File: config.mk
export PLATFORM = sky130hd
export DESIGN_NAME = start_pulse_gen
export DESIGN_NICKNAME = d
export VERILOG_FILES = /design/src/rtl/start_gen_pkg.sv /design/src/rtl/btn_debounce.sv /design/src/rtl/start_pulse_gen.sv
export SDC_FILE = /design/constraint.sdc
export NUM_CORES = 1
export LEC_CHECK = 0
export ABC_AREA = 1
export CORE_AREA = 2 2 39 41
export DETAILED_ROUTE_END_ITERATION = 16
export DIE_AREA = 0 0 41 43
export PLACE_DENSITY_LB_ADDON = 0.12
export SLEW_MARGIN = 5
export SYNTH_ARGS = -nofsm -noshare
export SYNTH_HDL_FRONTEND = slang
export SYNTH_SLANG_ARGS = --single-unit
File: constraint.sdc
create_clock -name clk -period 2.3 [get_ports clk]
set_input_delay 0.23 -clock clk [delete_from_list [all_inputs] [get_ports clk]]
set_output_delay 0.23 -clock clk [all_outputs]
set_load 0.01 [all_outputs]
File: src/rtl/start_gen_pkg.sv
// start_gen_pkg: FSM state type and width shared by start_pulse_gen.
package start_gen_pkg;

  localparam int STATE_W = 3;

  typedef enum logic [STATE_W-1:0] {
    S_IDLE    = 3'd0,
    S_FIRE    = 3'd1,
    S_CLEAR   = 3'd2,
    S_RUN     = 3'd3,
    S_RELEASE = 3'd4
  } state_t;

endpackage

File: src/rtl/btn_debounce.sv
// btn_debounce: synchronizes a raw push-button into the clk domain and only
// accepts a new level once it has held steady for DEBOUNCE_CYCLES cycles.
module btn_debounce #(
  parameter int SYNC_STAGES     = 2,
  parameter int DEBOUNCE_CYCLES = 16
) (
  input  logic clk,
  input  logic rstb,
  input  logic btn_raw,
  output logic btn_clean
);

  localparam int CNT_W = (DEBOUNCE_CYCLES > 1) ? $clog2(DEBOUNCE_CYCLES) : 1;
  localparam logic [CNT_W-1:0] CNT_LAST = CNT_W'(DEBOUNCE_CYCLES - 1);

  logic [SYNC_STAGES-1:0] sync_q;
  logic                   btn_sync;
  logic [CNT_W-1:0]       cnt_q;

  assign btn_sync = sync_q[SYNC_STAGES-1];

  // Shift the asynchronous button through the synchronizer chain.
  always_ff @(posedge clk or negedge rstb) begin
    if (!rstb) begin
      sync_q <= '0;
    end else begin
      sync_q <= {sync_q[SYNC_STAGES-2:0], btn_raw};
    end
  end

  // Count how long the synchronized level has disagreed with the clean level
  // and adopt it once the disagreement has lasted the full debounce window.
  always_ff @(posedge clk or negedge rstb) begin
    if (!rstb) begin
      cnt_q     <= '0;
      btn_clean <= 1'b0;
    end else if (btn_sync == btn_clean) begin
      cnt_q <= '0;
    end else if (cnt_q == CNT_LAST) begin
      btn_clean <= btn_sync;
      cnt_q     <= '0;
    end else begin
      cnt_q <= cnt_q + 1'b1;
    end
  end

endmodule

File: src/rtl/start_pulse_gen.sv
// start_pulse_gen: turns a debounced button press into one single-cycle start
// pulse and blocks re-triggering until the downstream stage raises done.
// Optional feature macro START_GEN_TIMEOUT_EN: when defined, the wait for done
// is bounded by TIMEOUT_CYCLES and a one-cycle timeout pulse is raised on expiry;
// when undefined the wait is unbounded and timeout is tied low.
module start_pulse_gen
  import start_gen_pkg::*;
#(
  parameter int SYNC_STAGES     = 2,
  parameter int DEBOUNCE_CYCLES = 16,
  parameter int TIMEOUT_CYCLES  = 64
) (
  input  logic               clk,
  input  logic               rstb,
  input  logic               btn_raw,
  input  logic               done,
  output logic               start,
  output logic               busy,
  output logic               btn_clean,
  output logic               timeout,
  output logic [STATE_W-1:0] state
);

  state_t state_q;
  state_t state_d;
  logic   wait_full;

  btn_debounce #(
    .SYNC_STAGES    (SYNC_STAGES),
    .DEBOUNCE_CYCLES(DEBOUNCE_CYCLES)
  ) u_debounce (
    .clk      (clk),
    .rstb     (rstb),
    .btn_raw  (btn_raw),
    .btn_clean(btn_clean)
  );

`ifdef START_GEN_TIMEOUT_EN
  localparam int TO_W = (TIMEOUT_CYCLES > 1) ? $clog2(TIMEOUT_CYCLES) : 1;
  localparam logic [TO_W-1:0] TO_LAST = TO_W'(TIMEOUT_CYCLES - 1);

  logic [TO_W-1:0] wait_q;
  logic            expire;
  logic            timeout_q;

  assign wait_full = (wait_q == TO_LAST);

  // A full wait only expires when the state's own exit is not taken this
  // cycle, so a done arriving on the last cycle still wins over the timeout.
  assign expire = wait_full &&
                  (((state_q == S_CLEAR) && done) || ((state_q == S_RUN) && !done));

  // Count cycles spent waiting for done; restart whenever a new run is fired.
  // The count holds at its last value if the CLEAR-to-RUN move lands on it.
  always_ff @(posedge clk or negedge rstb) begin
    if (!rstb) begin
      wait_q <= '0;
    end else if (state_q == S_FIRE) begin
      wait_q <= '0;
    end else if (((state_q == S_CLEAR) || (state_q == S_RUN)) &&
                 (state_d != S_RELEASE) && !wait_full) begin
      wait_q <= wait_q + 1'b1;
    end
  end

  // Register the expiry so timeout is a clean one-cycle pulse aligned with
  // the entry into S_RELEASE.
  always_ff @(posedge clk or negedge rstb) begin
    if (!rstb) begin
      timeout_q <= 1'b0;
    end else begin
      timeout_q <= expire;
    end
  end

  assign timeout = timeout_q;
`else
  logic unused_timeout_cfg;

  assign wait_full          = 1'b0;
  assign timeout            = 1'b0;
  assign unused_timeout_cfg = (TIMEOUT_CYCLES < 2);
`endif

  // State register.
  always_ff @(posedge clk or negedge rstb) begin
    if (!rstb) begin
      state_q <= S_IDLE;
    end else begin
      state_q <= state_d;
    end
  end

  // Next-state logic: fire once per press, ignore a stale done in S_CLEAR,
  // then wait for done (or expiry) and for the button to be released.
  always_comb begin
    state_d = state_q;
    case (state_q)
      S_IDLE: begin
        if (btn_clean) state_d = S_FIRE;
      end
      S_FIRE: begin
        state_d = S_CLEAR;
      end
      S_CLEAR: begin
        if (!done) begin
          state_d = S_RUN;
        end else if (wait_full) begin
          state_d = S_RELEASE;
        end
      end
      S_RUN: begin
        if (done || wait_full) state_d = S_RELEASE;
      end
      S_RELEASE: begin
        if (!btn_clean) state_d = S_IDLE;
      end
      default: begin
        state_d = S_IDLE;
      end
    endcase
  end

  assign start = (state_q == S_FIRE);
  assign busy  = (state_q != S_IDLE);
  assign state = state_q;

endmodule

-- Word level (Yosys, flattened, before mapping)
Index checks and enable logic that the tools add are counted.
- add/sub/neg operators: 1
- reductions and logical operators: 4
- bitwise logic cells: 1
- muxes and demuxes: 7
- equality and inequality tests: 10
- operator list (cell ; count):
    3-bit case mux with 5 select lines ; 1
    3-bit two-way mux ; 4
    4-bit two-way mux ; 2
    3-bit by 2-bit equality test with 1-bit output, second input constant ; 2
    2-bit inequality test, second input constant ; 3
    4-bit by 1-bit adder with 4-bit output, second input constant ; 1
    4-bit equality test, second input constant ; 1
    4-bit AND reduction ; 1
    3-bit by 1-bit equality test with 1-bit output, second input constant ; 1
    3-bit equality test, second input constant ; 1
    3-bit zero test ; 1
    3-bit nonzero test ; 1
    2-bit by 1-bit inequality test with 1-bit output, second input constant ; 1
    2-bit AND reduction ; 1
    1-bit equality test ; 1
    1-bit NOT ; 1
- flip-flop bits (word level): 10
- word-level logic and storage cells: 27
- bits of input ports: 4
- output and inout bits: 7

-- Longest topological paths before layout
- depth in word-level cells: 3
- mapped depth: 6
- depth with buffers taken out: 6

-- Modules after synthesis
A second synthesis with hierarchy kept.
- cells, all modules: 61
- area, all modules: 503.0 um^2
- modules (own cells, without submodules) (module ; instances ; cells each ; sequential area each (um^2) ; area an instance (um^2)):
    btn_debounce ; 1 ; 28 ; 175.2 ; 275.3
    start_pulse_gen ; 1 ; 33 ; 75.1 ; 227.7

-- Least setup slack after synthesis
No wires, ideal clock.
- kind: flip-flop to flip-flop
- start: reg state_q[0] (netlist: state[0])
- end: reg state_q[0] (netlist: state[0])
- arrival time: 0.875 ns
- period minus slack after synthesis: 0.993 ns
- required time: 2.182 ns
- stages on the path, launching flop included: 7
- setup slack: 1.307 ns
- library setup time: 0.118 ns
- buffers on the path: 0
- path through: dfrtp_1 nor2_1 nand2_1 nand2_1 nand2_2 nand3_1 nand2_1
- longest elaborated chain between the ends: 3
- elaborated cells on any way between the ends: 11
- classes of those cells: 8 x eq/ne; 1 x mux; 2 x reduce/logical
- ends and longest elaborated chain (item ; RTL line ; text):
    from (decl) ; start_pulse_gen.sv:24 ; state_t state_q;
    from (signal assigned) ; start_pulse_gen.sv:90 ; state_q <= state_d;
    3-bit equality test (tied with other cells) ; start_pulse_gen.sv:98 ; case (state_q)
    2-bit inequality test (no line) / 2-bit by 1-bit inequality test with 1-bit output (equally long branches) ; - ;
    4-bit AND reduction (no line) ; - ;
Several ways; a longest one is shown, not always the timed one.
A chain may end at the register's enable or synchronous reset.

-- Worst setup path after layout
- start: reg state_q[2] (netlist: state[2])
- end: out start
- longest elaborated chain between the ends: 1
- ends and longest elaborated chain (item ; RTL line ; text):
    3-bit by 1-bit equality test with 1-bit output ; start_pulse_gen.sv:124 ; assign start = (state_q == S_FIRE);
    to (decl) ; start_pulse_gen.sv:17 ; output logic start,
No other way between the ends.

==> run summary <==
The flow ran to the end, and the final reports show no timing, DRC or antenna violations. Clock tree synthesis selected as its root buffer the cell clkbuf_4. The top fanout value on the critical path is 5.

Measured along the x axis, the die boundary spans 41 um. The die covers 1760 um^2. Registers take 250 um^2. The hold violation total from the final report is 0. The worst setup path is launched from a register. The synthesized design spends more area on one cell type than any other, namely dfrtp_1. The final count of negative-setup-slack endpoints came out at 0. In this run the standard cell core region covers 1380 um^2. The delay of the slowest cell on the worst path is 0.53 ns.

The peak-usage layer in the global routing report is met2. The pin count of the biggest net entering global routing is 11. The worst path needs about 1.7 ns of the cycle, external delays included.

Setup repair after global routing left no endpoint under its margin. The total buffers and inverters traversed by the critical path is 2. The number of slew-limit violations in the final report is 0. The area share of the largest cell type after synthesis is about 52%. After Yosys synthesis, XOR and XNOR cells account for 5.48% of the synthesized area. The average footprint of a synthesized cell is 8.87 um^2.

The clock passes through at most 2 buffers. The starting density of the core is about a third. The met3 routing resource usage after global routing is 3.14%.

The post-detailed-route via-to-cell ratio came out at around 4.4. The final-layout setup total negative slack came out at 0 ns. The DRC violation count after routing came out at 0. The number of hold buffers added after cts is 0. The dominant delay contributor by cell family on the critical path is buffers and inverters. The critical path goes through inv_2 > nand2_1 > nor2_1 > clkdlybuf4s50_1. For the final database, setup skew stands at between 0.006 and 0.007 ns. The remaining antenna violation count came out at 0. After synthesis, the largest family of logic cells by area is simple AND/OR/NAND/NOR gates. The total number of clock tree sinks came out at 10. The via count of the first global-routing pass is 354.

The critical path endpoint category is an output port. Based on the critical path, the design can be clocked at up to 592 MHz. The number of filler instances in the final layout is around 140. After clock tree synthesis, the clock-pin slew on the worst setup and hold paths is 0.07 ns. The final net count came out at 72. The total standard cell area after synthesis is 479 um^2.

The total routed wirelength is between 700 and 800 um. For this design the static power due to leakage is 0.000303 uW. The portion of netlist area occupied by mux cells came out at 0%. The number of distinct library cells after synthesis is 18. After clock tree synthesis, the repair step resized 0 gates.

The required time of the critical path is 2.07 ns. Across the run, the number of max-cap violations was 0. The total via count in the routed design is ~360. The number of DRC markers after the initial detailed-route iteration is 0. The final critical path takes up between 70 and 80% of the cycle.

TritonCTS built the clock tree. The class of the tightest hold or removal check is in -> async. Summing the areas of all and, or, nand and nor instances in the mapped netlist gives 29.8% of the synthesized area. The share of post-route cells with drive strength above 1 came out at about 15%.

The count of inserted antenna diode cells came out at 0. The synthesized netlist devotes 2.61% of its cell area to adder and majority cells. From synthesis to final layout, the design area changed by 29.0%. The count of warnings emitted by yosys is 0. The gate count of the mapped netlist came out at 54.

The number of antenna violations at the first check in global routing is 0. The top-level port count came out at 11. The synthesized netlist devotes 2.09% of its cell area to compound gates. For this run, the detailed router's first-pass iteration total came to 1. On the final layout, the worst hold slack is between 0.2 and 0.3 ns. The post-synthesis register bit count is 10. The maximum vdd ir drop came out at 0.409 mV.

The count of port buffers added during placement came out at 9. The remaining global-route overflow is 0. The critical-path cell with the highest stage delay is clkdlybuf4s50_1. Measured along the y axis, the die boundary spans 43 um. The type of the setup path with the least slack is reg -> out. Global routing consumed, on the met2 layer, 16.9% of the routing resources. The detail-routed net length per standard cell is 9.32 um.

The first-pass GRT wire length came out at 1360 um. In this run the core area contains 14 standard-cell rows. The area of the multi-input gates is 195 um^2. The global placer's final weighted congestion is 0.747. Global routing used 14.7% of the available met1 tracks. Power spread over the standard cell area amounts to 1030 nW/um^2. By area the synthesized netlist is led by dfrtp_1 (52%), nand2_1 (8.6%), nand3_1 (6.3%).

The synthesized netlist net count is slightly below 60. The final core utilization is 44.7%. Buffers inserted during clock tree synthesis total 3. The final HPWL from detailed placement came out at 608 um.

Buffers added to address setup during post-CTS repair amount to 0. The clock latency reported for the late side of the worst-skew pair came out at 0.26 ns. The level count of the clock H-tree is 1. After synthesis, flip-flops and latches occupy a little over half of the total area. The signal arrival time at the worst endpoint is ~1.5 ns. The overall global routing resource usage is 11.8%.
-- cells in the final DEF, fill, tap and decap left out --
cell type	n
nand2_1	11
dfrtp_1	10
clkdlybuf4s50_1	9
nor2_1	6
inv_1	6
nand3_1	6
clkbuf_4	3
xnor2_1	2
nor2_2	2
inv_2	1
nand3_2	1
nand2b_4	1
xor2_1	1
nand2_2	1
nand4_1	1
a21oi_1	1
o21ai_0	1
ha_1	1
conb_1	1
clkbuf_8	1
-- layer usage --
| metal | part of all wire [%] | vias to the layer above |
|---|---|---|
| met1 | 48 | 165 |
| met5 | 0 | - |
| li1 | - | 188 |
| met2 | 47 | 6 |
| met3 | 4.2 | 2 |
| met4 | 0.52 | 0 |
-- worst paths after layout --
kind	startpoint	slack, ns	depth (start not counted)	endpoint
worst min register to register	u_debounce.sync_q[0]	0.36	0	u_debounce.sync_q[1]
max in group asynchronous	rstb	1.72	1	u_debounce.cnt_q[2]
min in group clk	u_debounce.sync_q[0]	0.36	0	u_debounce.sync_q[1]
worst max-delay path	state[2]	0.61	4	start
worst max register to register	u_debounce.btn_clean	1.26	3	u_debounce.cnt_q[0]
worst min-delay path	rstb	0.27	1	u_debounce.cnt_q[3]
-- logic make-up (layout without fill, tap and decap cells) --
logic type | count (synthesis) | count (layout)
flip-flops | 10 | 10
AND/OR/NAND/NOR | 29 | 29
other | 1 | 1
buffers and inverters | 8 | 20
adder cells (fa/ha/maj) | 1 | 1
AO/OA/AOI/OAI | 2 | 2
XOR/XNOR | 3 | 3
-- Yosys cell counts (all sizes together) --
master / count
nand2: 12
dfrtp: 10
nor2: 8
inv: 7
nand3: 7
xnor2: 2
a21oi: 1
buf: 1
conb: 1
ha: 1
nand2b: 1
nand4: 1
o21ai: 1
xor2: 1
-- cell type report --
type / instances / area share, %
timing repair buffer: 9 / 14.6
multi-input combinational: 36 / 31.6
sequential: 10 / 40.5
tap: 16 / 3.24
inverter: 7 / 4.25
clock buffer: 4 / 5.87
-- flip-flops by register name, indices dropped and copies added (netlist names) --
signal,flops
u_debounce.cnt_q,4
u_debounce.btn_clean,1
u_debounce.sync_q,2
state,3
-- power breakdown --
group | internal [uW] | total (uW) | leakage [uW] | switching (uW)
registers | 204 | 242 | 0.000129 | 37.3
clock network | 96.1 | 157 | 0.0000210 | 60.5
logic | 120 | 238 | 0.000154 | 118
total | 420 | 636 | 0.000303 | 216
-- stage by stage --
step	setup slack, ns	total power (uW)	area, um^2	std cells
6_report	0.610	636	618	82
5_1_grt	0.506	687	618	82
4_1_cts	0.590	646	618	82
3_5_place_dp	0.894	484	582	78
3_3_place_gp	0.913	491	582	78
2_1_floorplan	1.31	376	479	54
Power figures use the tool's default switching activity.
